### src/rtl/roll_capture.sv
`timescale 1ns/1ps
// roll_capture: turns raw pinsetter sensor data into a per-ball pin count for
// the score board. It debounces pin settling after each ball, tracks the ball
// index within a frame (including the tenth-frame bonus balls), and asks the
// pinsetter for a full rack whenever the frame rules call for one.
//
// Handshake: the score board has no back-pressure. `update` is a one-cycle
// valid strobe and `N` is held from that cycle until the next update.
// `rerack` is a one-cycle request. `rack_ready` is a level that, together
// with all ten pins standing, completes that request.
//
// dbg_state_o exposes the FSM state. Encoding: 0 WAIT_RACK, 1 ARMED,
// 2 SETTLE, 3 SAMPLE, 4 EMIT, 5 RERACK, 6 HALT.
module roll_capture #(
  parameter int SETTLE_CYC  = 16,
  parameter int TIMEOUT_CYC = 1024,
  parameter int CNT_W       = 11
) (
  input  logic       clk,
  input  logic       reset,
  input  logic [9:0] pins,
  input  logic       ball_det,
  input  logic       rack_ready,
  input  logic [3:0] frame,
  input  logic       game_done,
  output logic       update,
  output logic [3:0] N,
  output logic       rerack,
  output logic [1:0] ball,
  output logic       err,
  output logic [2:0] dbg_state_o
);

  typedef enum logic [2:0] {
    S_WAIT_RACK = 3'd0,
    S_ARMED     = 3'd1,
    S_SETTLE    = 3'd2,
    S_SAMPLE    = 3'd3,
    S_EMIT      = 3'd4,
    S_RERACK    = 3'd5,
    S_HALT      = 3'd6
  } state_e;

  state_e           state_q, state_d;
  logic [9:0]       mask_q, mask_d;
  logic [9:0]       prev_q, prev_d;
  logic [CNT_W-1:0] stable_q, stable_d;
  logic [CNT_W-1:0] tmo_q, tmo_d;
  logic [3:0]       f_lat_q, f_lat_d;
  logic             fs_q, fs_d;
  logic             all_down_q, all_down_d;
  logic [1:0]       ball_q, ball_d;
  logic [3:0]       n_q, n_d;
  logic             err_q, err_d;

  logic [9:0]       knocked;
  logic [3:0]       pop_cnt;

  // Pins that were standing at the start of the ball and are down now;
  // ghost pins (standing now but not in the mask) are excluded.
  always_comb begin
    knocked = mask_q & ~pins;
    pop_cnt = '0;
    for (int i = 0; i < 10; i++) begin
      pop_cnt = pop_cnt + {3'b000, knocked[i]};
    end
  end

  // Next-state logic: settling, sampling and the frame/ball sequencing rules.
  always_comb begin
    state_d    = state_q;
    mask_d     = mask_q;
    prev_d     = prev_q;
    stable_d   = stable_q;
    tmo_d      = tmo_q;
    f_lat_d    = f_lat_q;
    fs_d       = fs_q;
    all_down_d = all_down_q;
    ball_d     = ball_q;
    n_d        = n_q;
    err_d      = err_q;
    case (state_q)
      S_WAIT_RACK: begin
        if (rack_ready && (pins == 10'h3FF)) begin
          mask_d  = 10'h3FF;
          state_d = S_ARMED;
        end
      end
      S_ARMED: begin
        // A finished game wins over a ball arriving in the same cycle.
        if (game_done) begin
          state_d = S_HALT;
        end else if (ball_det) begin
          state_d  = S_SETTLE;
          f_lat_d  = frame;
          stable_d = '0;
          tmo_d    = '0;
          prev_d   = pins;
        end
      end
      S_SETTLE: begin
        tmo_d    = tmo_q + 1'b1;
        stable_d = (pins == prev_q) ? stable_q + 1'b1 : '0;
        prev_d   = pins;
        if (stable_d == CNT_W'(SETTLE_CYC - 1)) begin
          state_d = S_SAMPLE;
        end else if (tmo_d == CNT_W'(TIMEOUT_CYC - 1)) begin
          // Pins never settled: take what is there and flag it.
          state_d = S_SAMPLE;
          err_d   = 1'b1;
        end
      end
      S_SAMPLE: begin
        n_d        = pop_cnt;
        if ((pins & ~mask_q) != 10'h000) err_d = 1'b1;
        mask_d     = mask_q & pins;
        all_down_d = ((mask_q & pins) == 10'h000);
        state_d    = S_EMIT;
      end
      S_EMIT: begin
        if (f_lat_q != 4'd10) begin
          if (ball_q == 2'd0 && !all_down_q) begin
            state_d = S_ARMED;
            ball_d  = 2'd1;
          end else begin
            state_d = S_RERACK;
            ball_d  = 2'd0;
          end
        end else begin
          case (ball_q)
            2'd0: begin
              fs_d    = all_down_q;
              state_d = all_down_q ? S_RERACK : S_ARMED;
              ball_d  = 2'd1;
            end
            2'd1: begin
              if (fs_q) begin
                state_d = all_down_q ? S_RERACK : S_ARMED;
                ball_d  = 2'd2;
              end else if (all_down_q) begin
                state_d = S_RERACK;
                ball_d  = 2'd2;
              end else begin
                state_d = S_HALT;
              end
            end
            default: state_d = S_HALT;
          endcase
        end
      end
      S_RERACK: state_d = S_WAIT_RACK;
      S_HALT:   state_d = S_HALT;
      default:  state_d = S_WAIT_RACK;
    endcase
  end

  // State and datapath registers with asynchronous active-low reset.
  always_ff @(posedge clk or negedge reset) begin
    if (!reset) begin
      state_q    <= S_WAIT_RACK;
      mask_q     <= 10'h3FF;
      prev_q     <= 10'h000;
      stable_q   <= '0;
      tmo_q      <= '0;
      f_lat_q    <= 4'd0;
      fs_q       <= 1'b0;
      all_down_q <= 1'b0;
      ball_q     <= 2'd0;
      n_q        <= 4'd0;
      err_q      <= 1'b0;
    end else begin
      state_q    <= state_d;
      mask_q     <= mask_d;
      prev_q     <= prev_d;
      stable_q   <= stable_d;
      tmo_q      <= tmo_d;
      f_lat_q    <= f_lat_d;
      fs_q       <= fs_d;
      all_down_q <= all_down_d;
      ball_q     <= ball_d;
      n_q        <= n_d;
      err_q      <= err_d;
    end
  end

  // Strobes decode directly from the registered state, so they can never overlap.
  assign update      = (state_q == S_EMIT);
  assign rerack      = (state_q == S_RERACK);
  assign N           = n_q;
  assign ball        = ball_q;
  assign err         = err_q;
  assign dbg_state_o = state_q;

endmodule
### config.mk
export PLATFORM = sky130hd
export DESIGN_NAME = roll_capture
export DESIGN_NICKNAME = d
export VERILOG_FILES = /design/src/rtl/roll_capture.sv
export SDC_FILE = /design/constraint.sdc
export NUM_CORES = 1
export LEC_CHECK = 0
export CORE_ASPECT_RATIO = 0.75
export CORE_MARGIN = 10
export CORE_UTILIZATION = 37
export DETAILED_ROUTE_END_ITERATION = 8
export PLACE_DENSITY = 0.52
export SYNTH_ARGS = -nofsm -noshare
export SYNTH_HDL_FRONTEND = slang
export SYNTH_SLANG_ARGS = --single-unit
### constraint.sdc
create_clock -name clk -period 3.9 [get_ports clk]
set_input_delay 0.585 -clock clk [delete_from_list [all_inputs] [get_ports clk]]
set_output_delay 0.585 -clock clk [all_outputs]
set_load 0.01 [all_outputs]
==> metrics.md <==
| Metric | Value |
|---|---|
| Pre-CTS setup slack | 0.08444 ns |
| Pwr/cell area | 583.8 nW/um^2 |
| Syn Area/Cell | 9.824 um^2 |
| Least-Margin Pin Slew | 0.8914 ns |
| Worst EP arrival | 3.66 ns |
| Cell count after placement | 502 |
| Setup CP Type | input port to flip-flop |
| Detailed Routing Iterations Pass 1 | 4 |
| Synth area leader | dfrtp_1 |
| Crit. path cell count | 12 |
| Synth warn | 0 |
| DP HPWL | 6143 um |
| Total GRT Usage | 0.1313 |
| Synth top area share | 0.3493 |
| DRC viols | 0 |
| Max cap viols | 0 |
| Post-CTS Setup Bufs | 0 |
| Most used cell, CP | fa_1 |
| # H-tree levels | 3 |
| Global-route wire length before repair | 14,290 um |
| Sequence of cells on the critical path | clkdlybuf4s50_1 > inv_1 > nand2_1 > fa_1 > inv_1 > fa_1 > fa_1 > ha_1 > inv_1 > fa_1 > xnor2_1 > o21ai_0 |
| Post-synthesis register bit count | 58 |
| CP Max Fanout | 3 |
| Post-Syn Instances | 350 |
| CP top delay family | adder cells |
| Fin Setup TNS | 0 ns |
| Worst setup SP type | input port |
| Post-synth EDFFs | 0 |
| Critical Path RT | 4.13 ns |
| Cell leakage power | 0.001714 uW |
| Final hold vios | 0 |
| Reg2reg path depth | 9 |
| Num CTS Buffers | 9 |
| Final Max Tran Viols | 0 |
| # setup viols final | 0 |
| Layout cells sized above 1 | 0.1465 |
| FF-to-FF setup slack | 0.57 ns |
| Via count | 2,777 |
| Skew final | 0.004579 ns |
| IO Count | 31 |
| Syn Nets | 380 |
| Slew margin rel. | 0.4057 |
| FF-to-FF End | N[2]$_DFFE_PN0P_ |
| CTS root buf | clkbuf_16 |
| CTS max path bufs | 2 |
| Largest net degree at the start of global routing | 41 |
| Resized Gates After CTS | 0 |
| Cell area after synthesis | 3438 um^2 |
| Routed Antenna Nets | 0 |
| Die area | 13,590 um^2 |
| Final Util | 0.4595 |
| CP Capture Type | flip-flop |
| Tmin final | 3.439 ns |
| Hold WC Path Type | input port to async pin |
| Worst VDD drop | 0.0003189 V |
| Initial antenna violation count | 0 |
| Fmax achieved | 290.8 MHz |
| Wire per inst | 16.56 um |
| Die Wd | 131.3 um |
| Buffers & Inverters on Critical Path | 4 |
| Register area share after synthesis | 0.4258 |
| Layout area overhead | 20.89% |
| Routed Wire Length | 8560 um |
| Clock Pin Slew Worst Setup and Hold Paths | 0.05 ns |
| Unrepaired setup endpoints after global routing | no |
| Die span in y | 103.5 um |
| Initial Util | 0.3801 |
| Vias/cell | 5.371 |
| Fin crit share | 0.8817 |
| Synth unique cells | 65 |
| Crit path largest cell delay | 0.55 ns |
| Reg2reg start | mask_q[1]$_DFFE_PN1P_ |
| Nets | 415 |
| Core ar. | 9046 um^2 |
| CTS tree | yes |
| Area contributors post-synth | dfrtp_1 (35%), dfstp_2 (7.6%), o21ai_0 (4.5%), fa_1 (3.5%), nand2_1 (3.5%) |
| Row count | 30 |
| Post-Layout Cell Count | 517 |
| PortBufs | 30 |
| Setup ws final | 0.4614 ns |
| Prevailing post-synth register cell | dfrtp_1 |
| Vias in the first global route | 2,748 |
| Hold Buf Count CTS | 0 |
| Status | completed |
| Antenna diodes | 0 |
| GP Congestion | 0.8076 |
| Initial DRC count | 244 |
| Asr flop ratio synth | 1.000 |
| Clock Sinks | 58 |
| Grt total ovfl | 0 |
| CP max stage cell | fa_1 |
| Worst skew pair latency | 0.33 ns |
flip-flops by register name, summed over array words and instances, names as in the netlist:
register and cells:
f_lat_q 4, N 4, mask_q 10, fs_q 1, ball 2, prev_q 10, tmo_q 11, stable_q 11
dbg_state_o 3, all_down_q 1, err 1
per-stage QoR:
stage	area, um^2	total power, uW	hold WS, ns
after global routing	4156	2598	0.4586
after detailed placement	3870	1672	0.4756
after CTS	4156	2460	0.4177
after floorplan	3438	1409	0.2894
final	4156	2427	0.3881
after global placement	3870	1660	0.4640
kinds of logic (layout without fill, tap and decap cells):
logic type	count (synthesis)	count (layout)	synth area share
simple gates	121	121	0.2034
compound gates	95	95	0.1845
flops	58	58	0.4258
buf+inv	38	77	0.05240
xor+xnor	15	15	0.04258
mux	12	12	0.03821
fa+ha+maj	11	11	0.05313
where the power goes:
| part | switching, uW | internal [uW] | total [uW] | leakage, uW |
|---|---|---|---|---|
| Combinational | 398 | 340 | 738 | 0.000840 |
| Clock | 267 | 506 | 772 | 0.000142 |
| Sequential | 175 | 741 | 916 | 0.000731 |
| Total | 840 | 1590 | 2430 | 0.00171 |
layer usage:
metal  track usage  wire length, um  part of all wire
met1        0.1798             4385              0.51
met2        0.1911             3510              0.41
met3       0.04344              526             0.061
met4       0.04348              138             0.016
met5             0                0                 0
worst max path at each step:
stage,startpoint,endpoint,slack [ns]
after floorplan,pins[0],N[2]$_DFFE_PN0P_,0.68
after global placement,pins[5],N[2]$_DFFE_PN0P_,0.18
after detailed placement,pins[5],N[2]$_DFFE_PN0P_,0.08
after CTS,pins[1],N[2]$_DFFE_PN0P_,0.43
after global routing,pins[5],N[2]$_DFFE_PN0P_,0.30
final,pins[5],N[2]$_DFFE_PN0P_,0.46
final cells by class:
class / instances / area, um^2
Fill cell: 867 / 4890
Multi-Input combinational cell: 254 / 1798
Sequential cell: 58 / 1464
Timing Repair Buffer: 38 / 355.3
Clock buffer: 12 / 246.5
Tap cell: 128 / 160.2
Inverter: 24 / 92.59
Clock inverter: 3 / 40.04
cells in the final DEF, fill, tap and decap left out, types with 5 or more instances in the layout:
cell type / netlist / layout
dfrtp_1: 48 / 48
nand2_1: 32 / 32
o21ai_0: 31 / 31
clkdlybuf4s50_1: 0 / 29
inv_1: 23 / 23
nor2_1: 16 / 16
nand3_1: 14 / 14
a21oi_1: 10 / 10
xnor2_1: 10 / 10
dfstp_2: 10 / 10
nand4_1: 9 / 9
mux2_2: 9 / 9
clkbuf_16: 0 / 9
o22a_1: 8 / 8
buf_4: 2 / 8
nor2b_1: 7 / 7
a22o_1: 7 / 7
nor3_1: 6 / 6
o31ai_1: 6 / 6
fa_1: 6 / 6
ha_1: 5 / 5
synthesized netlist by cell type (5+ instances only):
cell,number
dfrtp_1,48
nand2_1,32
o21ai_0,31
inv_1,23
nor2_1,16
nand3_1,14
a21oi_1,10
dfstp_2,10
xnor2_1,10
mux2_2,9
nand4_1,9
o22a_1,8
a22o_1,7
nor2b_1,7
fa_1,6
nor3_1,6
o31ai_1,6
clkbuf_1,5
ha_1,5
Note: power is estimated with default switching activity, not from simulation.
